## config.mk

```make
export PLATFORM = sky130hd
export DESIGN_NAME = load_store_unit_flat
export DESIGN_NICKNAME = d
export VERILOG_FILES = /design/src/rtl/lsu_pkg.sv /design/src/rtl/lsu_if.sv /design/src/rtl/lsu_align.sv /design/src/rtl/load_store_unit.sv /design/src/flat_wrapper.sv
export SDC_FILE = /design/constraint.sdc
export NUM_CORES = 1
export LEC_CHECK = 0
export CORE_ASPECT_RATIO = 1.5
export CORE_MARGIN = 4
export CORE_UTILIZATION = 40
export CTS_CLUSTER_SIZE = 25
export DETAILED_ROUTE_END_ITERATION = 8
export HOLD_SLACK_MARGIN = 0.08
export MAX_ROUTING_LAYER = met4
export PLACE_DENSITY = 0.78
export SYNTH_ARGS = -nofsm -noshare
export SYNTH_HDL_FRONTEND = slang
export SYNTH_SLANG_ARGS = --single-unit
```

## constraint.sdc

```tcl
create_clock -name clk -period 2 [get_ports clk]
set_input_delay 0.2 -clock clk [delete_from_list [all_inputs] [get_ports clk]]
set_output_delay 0.2 -clock clk [all_outputs]
set_load 0.005 [all_outputs]
```

## src/rtl/lsu_pkg.sv

```systemverilog
// lsu_pkg: shared state encoding, funct3 access codes and defaults for the load/store unit
package lsu_pkg;
    typedef enum logic [1:0] {IDLE, REQ, DONE} state_t;
    localparam logic [2:0] F3_B  = 3'b000;
    localparam logic [2:0] F3_H  = 3'b001;
    localparam logic [2:0] F3_W  = 3'b010;
    localparam logic [2:0] F3_BU = 3'b100;
    localparam logic [2:0] F3_HU = 3'b101;
    localparam int TIMEOUT_CYCLES_DEF = 16;
endpackage

```

## src/rtl/lsu_if.sv

```systemverilog
// lsu_if: data-memory request/ready bus between the load/store unit (master) and memory (slave)
interface lsu_if #(parameter int AW = 32);
    logic          mem_req;
    logic          mem_we;
    logic [AW-1:0] mem_addr;
    logic [31:0]   mem_wdata;
    logic [3:0]    mem_be;
    logic          mem_ready;
    logic [31:0]   mem_rdata;
    modport master(output mem_req, mem_we, mem_addr, mem_wdata, mem_be, input mem_ready, mem_rdata);
    modport slave(input mem_req, mem_we, mem_addr, mem_wdata, mem_be, output mem_ready, mem_rdata);
endinterface

```

## src/rtl/lsu_align.sv

```systemverilog
// lsu_align: store lane steering, byte enables, load extraction/extension and access legality checks
module lsu_align
    import lsu_pkg::*;
(
    input  logic [1:0]  addr_lo,
    input  logic [2:0]  funct3,
    input  logic        is_store,
    input  logic [31:0] wdata,
    input  logic [31:0] rdata,
    output logic [31:0] wdata_lane,
    output logic [31:0] rdata_ext,
    output logic [3:0]  be,
    output logic        misalign,
    output logic        illegal
);
    logic [7:0]  b;
    logic [15:0] h;
    always_comb begin
        b          = rdata[{addr_lo, 3'b000} +: 8];
        h          = addr_lo[1] ? rdata[31:16] : rdata[15:0];
        illegal    = funct3 == 3'b011 || funct3[2:1] == 2'b11 || (is_store && funct3[2]);
        misalign   = (funct3[1:0] == 2'b01 && addr_lo[0]) || (funct3 == F3_W && addr_lo != 2'b00);
        wdata_lane = funct3[1:0] == 2'b00 ? {4{wdata[7:0]}} :
                     funct3[1:0] == 2'b01 ? {2{wdata[15:0]}} : wdata;
        be         = (!is_store || funct3[1]) ? 4'hf :
                     funct3[0] ? (addr_lo[1] ? 4'hc : 4'h3) : 4'b0001 << addr_lo;
        rdata_ext  = funct3 == F3_B  ? {{24{b[7]}}, b} :
                     funct3 == F3_BU ? {24'b0, b} :
                     funct3 == F3_H  ? {{16{h[15]}}, h} :
                     funct3 == F3_HU ? {16'b0, h} : rdata;
    end
endmodule

```

## src/rtl/load_store_unit.sv

```systemverilog
// load_store_unit: multi-cycle load/store stage with memory handshake; LSU_TIMEOUT_EN adds a REQ watchdog
module load_store_unit
    import lsu_pkg::*;
#(
    parameter int DATA_WIDTH     = 32,
    parameter int MEM_ADDR_WIDTH = 32,
    parameter int TIMEOUT_CYCLES = TIMEOUT_CYCLES_DEF
) (
    input  logic                  clk,
    input  logic                  rst,
    input  logic                  start,
    input  logic                  MemWrite,
    input  logic [2:0]            funct3,
    input  logic [DATA_WIDTH-1:0] ALUout,
    input  logic [DATA_WIDTH-1:0] regOp2,
    output logic                  busy,
    output logic                  done,
    output logic                  fault,
    output logic [DATA_WIDTH-1:0] RD,
    lsu_if.master                 mem
);
    state_t                    state, nxt;
    logic                      we_q, fault_q, to, idle;
    logic [2:0]                f3_q;
    logic [MEM_ADDR_WIDTH-1:0] addr_q;
    logic [31:0]               wd_q, wd_s, ext;
    logic [3:0]                be_q, be_s;
    logic                      misalign, illegal;
    assign idle = state == IDLE;
    // In IDLE the helper checks the incoming request; afterwards it decodes the latched one.
    lsu_align u_align (
        .addr_lo   (idle ? ALUout[1:0] : addr_q[1:0]),
        .funct3    (idle ? funct3 : f3_q),
        .is_store  (idle ? MemWrite : we_q),
        .wdata     (regOp2),
        .rdata     (mem.mem_rdata),
        .wdata_lane(wd_s),
        .rdata_ext (ext),
        .be        (be_s),
        .misalign  (misalign),
        .illegal   (illegal)
    );
`ifdef LSU_TIMEOUT_EN
    localparam int CW = $clog2(TIMEOUT_CYCLES + 1);
    logic [CW-1:0] cnt;
    assign to = cnt == CW'(TIMEOUT_CYCLES - 1);
    always_ff @(posedge clk)
        cnt <= (rst || state != REQ) ? '0 : cnt + 1'b1;
`else
    assign to = 1'b0;
`endif
    always_ff @(posedge clk) begin
        if (rst) begin
            state   <= IDLE;
            we_q    <= 1'b0;
            fault_q <= 1'b0;
            f3_q    <= '0;
            addr_q  <= '0;
            wd_q    <= '0;
            be_q    <= '0;
            RD      <= '0;
        end else begin
            state <= nxt;
            if (idle && start) begin
                we_q    <= MemWrite;
                f3_q    <= funct3;
                addr_q  <= ALUout[MEM_ADDR_WIDTH-1:0];
                wd_q    <= wd_s;
                be_q    <= be_s;
                fault_q <= misalign || illegal;
            end
            if (state == REQ && mem.mem_ready && !we_q)
                RD <= ext;
            if (state == REQ && !mem.mem_ready && to)
                fault_q <= 1'b1;
        end
    end
    always_comb begin
        nxt           = state;
        busy          = !idle;
        done          = state == DONE;
        fault         = state == DONE && fault_q;
        mem.mem_req   = state == REQ;
        mem.mem_we    = we_q;
        mem.mem_addr  = {addr_q[MEM_ADDR_WIDTH-1:2], 2'b00};
        mem.mem_wdata = wd_q;
        mem.mem_be    = be_q;
        if (idle && start)
            nxt = (misalign || illegal) ? DONE : REQ;
        else if (state == REQ && (mem.mem_ready || to))
            nxt = DONE;
        else if (state == DONE)
            nxt = IDLE;
    end
endmodule

```

## src/flat_wrapper.sv

```systemverilog
// flat-port wrapper written by rule: the top's interface ports become plain ports
module load_store_unit_flat import lsu_pkg::*;
#(
    parameter int DATA_WIDTH     = 32,
    parameter int MEM_ADDR_WIDTH = 32,
    parameter int TIMEOUT_CYCLES = TIMEOUT_CYCLES_DEF
)
  (clk, rst, start, MemWrite, funct3, ALUout, regOp2, busy, done, fault, RD, mem_mem_req, mem_mem_we, mem_mem_addr, mem_mem_wdata, mem_mem_be, mem_mem_ready, mem_mem_rdata);
  lsu_if #(.AW(32)) mem_i ();
  input  logic clk;
  input  logic rst;
  input  logic start;
  input  logic MemWrite;
  input  logic [2:0] funct3;
  input  logic [DATA_WIDTH-1:0] ALUout;
  input  logic [DATA_WIDTH-1:0] regOp2;
  output logic busy;
  output logic done;
  output logic fault;
  output logic [DATA_WIDTH-1:0] RD;
  output wire logic [$bits(mem_i.mem_req)-1:0] mem_mem_req;
  output wire logic [$bits(mem_i.mem_we)-1:0] mem_mem_we;
  output wire logic [$bits(mem_i.mem_addr)-1:0] mem_mem_addr;
  output wire logic [$bits(mem_i.mem_wdata)-1:0] mem_mem_wdata;
  output wire logic [$bits(mem_i.mem_be)-1:0] mem_mem_be;
  input wire logic [$bits(mem_i.mem_ready)-1:0] mem_mem_ready;
  input wire logic [$bits(mem_i.mem_rdata)-1:0] mem_mem_rdata;
  assign mem_mem_req = mem_i.mem_req;
  assign mem_mem_we = mem_i.mem_we;
  assign mem_mem_addr = mem_i.mem_addr;
  assign mem_mem_wdata = mem_i.mem_wdata;
  assign mem_mem_be = mem_i.mem_be;
  assign mem_i.mem_ready = mem_mem_ready;
  assign mem_i.mem_rdata = mem_mem_rdata;
  load_store_unit #(.DATA_WIDTH(DATA_WIDTH), .MEM_ADDR_WIDTH(MEM_ADDR_WIDTH), .TIMEOUT_CYCLES(TIMEOUT_CYCLES)) u_core (.clk(clk), .rst(rst), .start(start), .MemWrite(MemWrite), .funct3(funct3), .ALUout(ALUout), .regOp2(regOp2), .busy(busy), .done(done), .fault(fault), .RD(RD), .mem(mem_i));
endmodule
```

[Word level (Yosys, flattened, before mapping)]
Index checks and enable logic that the tools add are counted.
Operators by class
  equal/unequal tests: 9
  shifts and indexed selects: 2
  muxes and demuxes: 17
  reductions and logical operators: 20
Operators by type and width (number)
  32-bit two-way mux: 6
  32-bit by 6-bit indexed part select with 8-bit output: 1
  16-bit two-way mux: 1
  4-bit two-way mux: 3
  2-bit two-way mux: 5
  1-bit logical AND: 7
  3-bit by 2-bit equality test with 1-bit output (second input constant): 2
  3-bit equality test (second input constant): 2
  1-bit logical OR: 5
  2-bit by 1-bit equality test with 1-bit output (second input constant): 2
  2-bit equality test (second input constant): 2
  2-bit zero test: 2
  1-bit by 2-bit << shifter with 4-bit output (first input constant): 1
  3-bit by 1-bit equality test with 1-bit output (second input constant): 1
  1-bit zero test: 3
  3-bit zero test: 1
  3-bit two-way mux: 1
  3-bit nonzero test: 1
  2-bit nonzero test: 1
  1-bit two-way mux: 1
Word-level totals
  bits in registers: 107
  bits of input ports: 104
  logic and storage cells: 56

[Depth between registers and ports, before layout]
Gate-level depths: netlist of the first run.
  word-level depth: 8
  gate-level depth with buffers: 7

[Cells and area by module]
A second synthesis of the first run with hierarchy kept.
Second synthesis, totals
  cells, all modules: 726
  area, all modules: 6478.7 sq um
Modules (own cells, without submodules)
  load_store_unit: times used 1, cells an instance 510, area an instance 5132.4 sq um, sequential area each 2142.1 sq um
  lsu_align: times used 1, cells an instance 216, area an instance 1346.3 sq um, sequential area each 0.0 sq um

[Worst setup path before layout of the first run]
No wires, ideal clock.
  path type: reg2reg
  from: register u_core.state[0]
  to: register u_core.RD[23]
  setup time: 0.127 ns
  arrival time: 1.741 ns
  slack: 0.132 ns
  stages on the path, launching flop included: 7
  path buffers: 1
  cell sequence: dfxtp_1 > nor2_4 > mux2i_1 > a211oi_4 > buf_6 > a211oi_1 > a211oi_2
Between the ends
  longest elaborated chain between the ends: 7
  elaborated cells on any way between the ends: 16
RTL lines
  start, declared: line load_store_unit.sv:22  | state_t state, nxt;
  start signal, assigned: line load_store_unit.sv:63  | state <= nxt;
  branches (longest 7 deep; another with 32-bit by 6-bit indexed part select with 8-bit output)
  end signal, assigned: line load_store_unit.sv:73  | RD <= ext;
  end, declared: line load_store_unit.sv:19  | output logic [DATA_WIDTH-1:0] RD,
Several ways; the timed one is not identified.
A chain may end at the register's enable or synchronous reset.

[Worst setup path after layout of the first run]
  from: register u_core.state[1]
  to: register u_core.RD[8]
Between the ends
  longest elaborated chain between the ends: 7
  elaborated cells on any way between the ends: 16
RTL lines
  branches (longest 7 deep; another with 32-bit by 6-bit indexed part select with 8-bit output)
Several ways; the timed one is not identified.

==> results of run 1 <==
## kinds of logic (layout without fill, tap and decap cells)
group	count (synthesis)	count (layout)	share of synthesized area (%)
DFF	107	107	41.1
and+or+nand+nor	199	199	16.3
other	1	2	0.0719
buffers and inverters	80	267	8.74
muxes	21	21	4.34
AOI/OAI and AO/OA	225	225	29.4
## stage by stage
stage,TNS (ns),cell area [um2],power (uW),hold WS (ns)
CTS,-0.00291,7740,7030,0.258
floorplan,0,5220,3930,0.336
global route,-0.0278,7820,7410,0.288
finish,-0.00851,7820,7030,0.263
global placement,-3.23,7350,5040,0.442
detailed placement,-7.09,7350,5130,0.449
## sequential cells by signal, indices dropped and copies added (netlist names)
register and count:
u_core.mem.mem_wdata 32, u_core.mem.mem_we 1, u_core.mem.mem_be 4, u_core.fault_q 1, u_core.f3_q 3, u_core.RD 32, u_core.state 2, u_core.addr_q 32
## layout by cell type, fill, tap and decap left out, types with 10 or more instances in the layout
master                            instances
sky130_fd_sc_hd__a21oi_1                 87
sky130_fd_sc_hd__mux2i_1                 10
sky130_fd_sc_hd__nand2_1                139
sky130_fd_sc_hd__buf_4                   35
sky130_fd_sc_hd__a211oi_2                14
sky130_fd_sc_hd__clkdlybuf4s50_1        204
sky130_fd_sc_hd__o21ai_0                 31
sky130_fd_sc_hd__a211oi_1                26
sky130_fd_sc_hd__nor2_1                  33
sky130_fd_sc_hd__dfxtp_1                105
## per-layer routing
layer  GRT usage, %  wire length (um)  vias up
li1               -                 -     2602
met1           26.8              6780     2556
met2           41.3              9490      270
met3           4.63              1210       68
met4           14.3               949        0
met5              -                 0        -
## Yosys cell counts, types with 3 or more instances
master / instances / share of area (%)
sky130_fd_sc_hd__a211oi_1: 33 / 4.8
sky130_fd_sc_hd__a211oi_2: 10 / 2.4
sky130_fd_sc_hd__a21oi_1: 88 / 8.4
sky130_fd_sc_hd__a221o_1: 6 / 1.2
sky130_fd_sc_hd__a22oi_1: 7 / 1.0
sky130_fd_sc_hd__a311o_1: 8 / 1.5
sky130_fd_sc_hd__a311oi_1: 9 / 1.5
sky130_fd_sc_hd__buf_1: 3 / 0.22
sky130_fd_sc_hd__buf_2: 4 / 0.38
sky130_fd_sc_hd__buf_4: 34 / 4.9
sky130_fd_sc_hd__buf_6: 3 / 0.65
sky130_fd_sc_hd__clkbuf_1: 33 / 2.4
sky130_fd_sc_hd__dfxtp_1: 107 / 41
sky130_fd_sc_hd__mux2_2: 9 / 1.9
sky130_fd_sc_hd__mux2i_1: 11 / 2.1
sky130_fd_sc_hd__nand2_1: 140 / 10
sky130_fd_sc_hd__nand2b_1: 3 / 0.36
sky130_fd_sc_hd__nand3_1: 4 / 0.38
sky130_fd_sc_hd__nor2_1: 33 / 2.4
sky130_fd_sc_hd__nor2b_1: 3 / 0.36
sky130_fd_sc_hd__o21ai_0: 32 / 3.1
sky130_fd_sc_hd__o21ai_1: 8 / 0.77
sky130_fd_sc_hd__o221ai_1: 7 / 1.2
## how the worst max path moves through the flow
| stage | from | end | cells past startpoint | slack [ns] |
|---|---|---|---|---|
| floorplan | u_core.state[0] | u_core.RD[23] | 6 | 0.13 |
| global placement | ALUout[1] | u_core.RD[17] | 6 | -0.20 |
| detailed placement | ALUout[1] | u_core.RD[29] | 6 | -0.38 |
| CTS | u_core.state[1] | fault | 4 | -0.003 |
| global route | u_core.state[1] | u_core.RD[8] | 6 | -0.01 |
| finish | u_core.state[1] | u_core.RD[8] | 6 | -0.009 |
## repair_timing
item / 4_1_cts / 5_1_grt
pin swaps: 4 / 1
resized for setup: 6 / 14
buffers inserted: 5 / 1
endpoints found under the setup margin: 29 / 25
## layout make-up
cell class                 count  share of cell area, %
tap                          156                   2.50
clock buffer                  10                   2.93
sequential                   107                   27.5
timing repair buffer         248                   31.4
multi-input combinational    447                   34.7
clock inverter                 6                  0.896
inverter                       3                  0.144
## worst min-delay path: cells and delay by family
family	cells	cell delay [ns]
buf+inv	2	0.30
compound gates	1	0.05
## where the power goes
| part | switching (uW) | total (uW) | internal [uW] |
|---|---|---|---|
| registers | 169 | 2570 | 2400 |
| clock network | 829 | 1820 | 986 |
| logic | 1330 | 2650 | 1320 |
| total | 2330 | 7030 | 4710 |
==> PnR_summary.wiki, run 1 <==
{| class="wikitable"
! Metric !! Value
|-
| Outcome || finished, violations left
|-
| Violations in the final reports || setup timing
|-
| DR iter-0 viols || 283
|-
| WP buf/inv || 1
|-
| Per-cell routed wire length || 18.9 um
|-
| Type of origin of the critical path || flop
|-
| Total congestion overflow after global routing || 0
|-
| Cell family contributing the most delay on the critical path || compound AO/OA/AOI/OAI gates
|-
| Vias || 5496
|-
| Cts bufs inserted || 9
|-
| Relative max-transition margin || 57.0%
|-
| Standard cell with the maximum stage delay on the critical path || sky130_fd_sc_hd__a22oi_1
|-
| Port-buffer cells || between 200 and 250
|-
| I/O pins || 209
|-
| Average cell area after synthesis || 8.24 um2
|-
| CTS Sinks || 107
|-
| Worst Setup Slack, final || -0.00851 ns
|-
| End of the worst register-to-register path || u_core.RD[8]
|-
| Pre-antenna DRT Iters || 5
|-
| Starting Density || 41.3%
|-
| Hold EP || u_core.addr_q[1]
|-
| Residual DRC count || 0
|-
| CTS tree || yes
|-
| Worst Setup End Kind || flop
|-
| Total wirelength of the detailed-routed design || approximately 18000 um
|-
| Arrival time at the worst endpoint || 2.24 ns
|-
| Number of violations of the max-capacitance limit || 0
|-
| Number of vias per cell || 5.63
|-
| Number of warnings issued by yosys || 0
|-
| Final hold vios || 0
|-
| Antenna diode count || 0
|-
| Clock Skew || 0.00813 ns
|-
| Number of inserted filler cells in the final layout || 1088
|-
| Worst IR Drop VDD || 0.000447 V
|-
| Wire length of the first global-routing pass || 28800 um
|-
| Chip height || 148 um
|-
| Share of layout cells above drive strength 1 || a little over an eighth
|-
| Maximum number of pins on one net before global-route repair || just over 60
|-
| Fraction of synthesis flops using an asynchronous set or reset pin || 0%
|-
| Worst-Skew Late Latency || between 0.3 and 0.4 ns
|-
| Final standard cell utilization of the core || 61.9%
|-
| Seq/Total Area, Yosys || 41.1%
|-
| Number of buffers inserted by hold repair at cts || 0
|-
| Floorplan core area || 12600 um2
|-
| Final worst path period share || 100%
|-
| Worst Path Class, Setup || reg2reg
|-
| Fin nets || 920
|-
| Total routing resource utilization after global routing || 24.7%
|-
| Synthesized flop and latch total || between 100 and 150
|-
| Clock-pin slew reported for the worst setup and hold paths after clock tree synthesis || 0.07 ns
|-
| Clock Root Buffer || sky130_fd_sc_hd__clkbuf_16
|-
| Antenna violations before repair || 0
|-
| DPL Wire Length || around 14000 um
|-
| Area used by multi-input combinational logic || 2710 um2
|-
| Number of enable flip-flop cells after synthesis || 0
|-
| Number of max-slew violations in the final report || 0
|-
| Antenna Nets Post-Route || 0
|-
| Reg2reg start || u_core.state[1]
|-
| Power Dens Cells || 900 nW/um2
|-
| Hold Path Cell Cnt || 3
|-
| FF+latch area || 2150 um2
|-
| Global placement routability congestion || a little under 1
|-
| Static power due to leakage || 0.00289 uW
|-
| Unique masters post-synth || between 50 and 60
|-
| Worst-case clock buffer depth || 2
|-
| R2R depth || 6
|-
| Setup WS pre-CTS || -0.379 ns
|-
| Hold_sp || rst
|-
| Die ar. || 15000 um2
|-
| Post-synthesis cell area || 5210 um2
|-
| Worst-path fanout max || 8
|-
| Crit path required time || 2.23 ns
|-
| Actual slew at the worst max-slew pin || 0.645 ns
|-
| Total of endpoints with negative setup slack in the final report || 1
|-
| Minimum period implied by the final worst setup slack || 2.01 ns
|-
| Area grow syn2layout || 49.9%
|-
| Via count of the first global-routing pass || 5669
|-
| Worst min-delay path class || in2reg
|-
| Slowest stage delay, CP || 0.39 ns
|-
| Register-to-register path setup slack || -0.009 ns
|-
| Standard-cell row count || 50
|-
| Number of placed cells counting well taps || 955
|-
| Most instantiated flip-flop cell in the synthesis netlist || sky130_fd_sc_hd__dfxtp_1
|-
| Setup repair after global routing missed its margin || true
|-
| Fmax achieved || ~500 MHz
|-
| CTS H-tree lvls || 3
|-
| Chip width || 101 um
|-
| Final Non-Filler Cells || just under 1k
|-
| Critical path cell sequence || nor2_4 > buf_4 > mux2_4 > a211o_1 > a22oi_1 > a21oi_1
|-
| Gate count after technology mapping || around 630
|}
No activity file was read; power rests on OpenSTA's default activity.
==> run 2, diff against run 1 <==
--- a/config.mk
+++ b/config.mk
@@ -13,6 +13,7 @@
 export HOLD_SLACK_MARGIN = 0.08
 export MAX_ROUTING_LAYER = met4
 export PLACE_DENSITY = 0.78
+export SETUP_SLACK_MARGIN = 0.05
 export SYNTH_ARGS = -nofsm -noshare
 export SYNTH_HDL_FRONTEND = slang
 export SYNTH_SLANG_ARGS = --single-unit
==> PnR_summary.wiki, run 2 (synthesis results as in run 1) <==
{| class="wikitable"
! Metric !! Value
|-
| Outcome || complete, no violations
|-
| Cts bufs inserted || 9 (unchanged)
|-
| Cell family contributing the most delay on the critical path || compound AO/OA/AOI/OAI gates
|-
| Arrival time at the worst endpoint || 2.16 ns (-0.08 ns)
|-
| Clock Root Buffer || sky130_fd_sc_hd__clkbuf_16
|-
| Post-route design area || 7840 um2 (+0.34%)
|-
| Starting Density || 41.3% (unchanged)
|-
| Worst Path Class, Setup || reg2reg
|-
| Post-route total power || 7060 uW (+0.35%)
|-
| CTS tree || yes
|-
| Total congestion overflow after global routing || 0 (unchanged)
|-
| Accumulated negative setup slack || 0 ns (+0.00851 ns)
|-
| Worst IR Drop VDD || 0.000447 V (about the same)
|-
| Global-route track usage on met3 || 4.25% (-0.38 points)
|-
| Floorplan core area || 12600 um2 (unchanged)
|-
| Actual slew at the worst max-slew pin || 0.645 ns (+0.000243 ns)
|-
| Minimum period implied by the final worst setup slack || 1.93 ns (-0.0767 ns)
|-
| Worst Setup End Kind || flop
|-
| Slowest stage delay, CP || 0.39 ns (about the same)
|-
| Clock Skew || 0.00776 ns (-0.000362 ns)
|-
| Relative contribution of combinational cells to total power || 37.8% (about the same)
|-
| Antenna Nets Post-Route || 0 (unchanged)
|-
| Area grow syn2layout || 50.4%
|-
| Switching power total || 2340 uW (+0.35%)
|-
| Maximum number of pins on one net before global-route repair || 61 (unchanged)
|-
| Worst-path fanout max || 8 (unchanged)
|-
| Fmax achieved || 518 MHz (+4.0%)
|-
| Setup repair after global routing missed its margin || true
|-
| Worst min-delay path class || in2reg
|-
| Worst-case clock buffer depth || 2 (unchanged)
|-
| Critical path cell sequence || nor2_4 > mux2_4 > a211o_1 > a22oi_1 > a21oi_1
|-
| Final worst path period share || 96.6% (-3.8 points)
|-
| Chip height || 148 um (unchanged)
|-
| Standard cell with the maximum stage delay on the critical path || sky130_fd_sc_hd__a22oi_1
|-
| Crit path required time || 2.22 ns (about the same)
|-
| Total wirelength of the detailed-routed design || 18500 um (+0.49%)
|-
| Per-cell routed wire length || 18.9 um (+0.39%)
|-
| I/O pins || 209 (unchanged)
|-
| Die ar. || 15000 um2 (unchanged)
|-
| DPL Wire Length || 13800 um (unchanged)
|-
| Number of vias per cell || 5.63 (about the same)
|-
| Antenna violations before repair || 0 (unchanged)
|-
| Number of placed cells counting well taps || 955 (unchanged)
|-
| Final standard cell utilization of the core || 62.1% (+0.21 points)
|-
| Number of inserted filler cells in the final layout || 1078 (-0.92%)
|-
| Number of violations of the max-capacitance limit || 0 (unchanged)
|-
| Standard-cell row count || 50 (unchanged)
|-
| Most common cell after layout, fill and taps aside || sky130_fd_sc_hd__clkdlybuf4s50_1
|-
| Met2 Resource Use GR || 41.0% (-0.26 points)
|-
| Number of max-slew violations in the final report || 0 (unchanged)
|-
| Register-to-register path setup slack || 0.07 ns (+0.08 ns)
|-
| Pre-antenna DRT Iters || 5 (unchanged)
|-
| Area after DPL || 7350 um2 (unchanged)
|-
| Clock-pin slew reported for the worst setup and hold paths after clock tree synthesis || 0.07 ns (about the same)
|-
| Via count of the first global-routing pass || 5694 (+0.44%)
|-
| CTS H-tree lvls || 3 (unchanged)
|-
| Power share of the clock group || 25.8% (about the same)
|-
| Final Non-Filler Cells || 978 (+0.10%)
|-
| Fin nets || 921 (+0.11%)
|-
| Vias || 5505 (+0.16%)
|-
| Design internal power || 4720 uW (+0.36%)
|-
| Reg2reg start || u_core.state[0]
|-
| DR iter-0 viols || 265 (-6.4%)
|-
| Worst-Skew Late Latency || 0.35 ns (about the same)
|-
| Port-buffer cells || 206 (unchanged)
|-
| Antenna diode count || 0 (unchanged)
|-
| Fraction of power spent switching nets || 33.1% (about the same)
|-
| Commonest cells after routing, fill and taps aside || sky130_fd_sc_hd__clkdlybuf4s50_1, sky130_fd_sc_hd__nand2_1, sky130_fd_sc_hd__dfxtp_1
|-
| Wire length of the first global-routing pass || 28800 um (+0.19%)
|-
| Hold_sp || rst
|-
| Total routing resource utilization after global routing || 24.6% (about the same)
|-
| Source of the critical timing path || u_core.state[0]
|-
| Power Dens Cells || 900 nW/um2 (about the same)
|-
| Total of endpoints with negative setup slack in the final report || 0 (-1)
|-
| Final hold vios || 0 (unchanged)
|-
| Type of origin of the critical path || flop
|-
| Global placement routability congestion || 0.970 (unchanged)
|-
| Met1 Resource Use GR || 26.8% (+0.029 points)
|-
| Residual DRC count || 0 (unchanged)
|-
| Share of layout cells above drive strength 1 || 13.5% (+0.47 points)
|-
| Most Used Layer, Global Route || met2
|-
| Static power due to leakage || 0.00291 uW (+0.50%)
|-
| WP buf/inv || 0 (-1)
|-
| Chip width || 101 um (unchanged)
|-
| Sequential share of power || 36.4% (about the same)
|-
| Area used by multi-input combinational logic || 2720 um2 (+0.32%)
|-
| Relative max-transition margin || 57.0% (about the same)
|-
| FF+latch area || 2150 um2 (+0.12%)
|-
| CTS Sinks || 107 (unchanged)
|}
-- run 2: path summary, 6_finish.rpt --
kind                             end  depth (start not counted)
min                 u_core.addr_q[1]                          3
min reg2reg  u_core.mem.mem_wdata[2]                          2
max reg2reg             u_core.RD[8]                          5
max                     u_core.RD[8]                          5
-- run 2: per-layer routing --
layer | vias to the layer above | share of wire (%)
li1 | 2597 | -
met1 | 2569 | 36
met2 | 266 | 51
met3 | 73 | 6.9
met4 | 0 | 5.9
met5 | - | 0
-- run 2: cell type report --
| class | count | share of cell area (%) |
|---|---|---|
| multi-input combinational | 447 | 34.7 |
| sequential | 107 | 27.4 |
| clock inverter | 6 | 0.893 |
| inverter | 3 | 0.144 |
| tap | 156 | 2.49 |
| timing repair buffer | 249 | 31.5 |
| clock buffer | 10 | 2.92 |
-- run 2: power groups by stage --
stage / combinational [uW] / clock [uW] / sequential (uW)
5_1_grt: 2880 / 1960 / 2600
2_1_floorplan: 1340 / 0 / 2590
6_report: 2670 / 1820 / 2570
3_3_place_gp: 2450 / 0 / 2590
4_1_cts: 2610 / 1860 / 2570
3_5_place_dp: 2520 / 0 / 2610
-- run 2: repair_timing --
item | CTS | global route
cloned | 0 | 0
hold buffers | 0 | 0
setup buffers | 5 | 2
resized for setup | 10 | 16
setup endpoints to repair | 32 | 23
pin swaps | 5 | 3
-- run 2: worst register-to-register path, stage by stage (launching register included) --
cell and delay, ns:
sky130_fd_sc_hd__dfxtp_4 0.38, sky130_fd_sc_hd__nor2_4 0.18, sky130_fd_sc_hd__mux2_4 0.37, sky130_fd_sc_hd__a211o_1 0.36, sky130_fd_sc_hd__a22oi_1 0.39, sky130_fd_sc_hd__a21oi_1 0.13
-- run 2: stage by stage --
step                      hold slack (ns)  setup WS (ns)
after CTS                           0.258         0.0432
after global routing                0.290        0.00793
final                               0.258         0.0682
after global placement              0.442         -0.196
after detailed placement            0.449         -0.379
after floorplan                     0.336          0.132
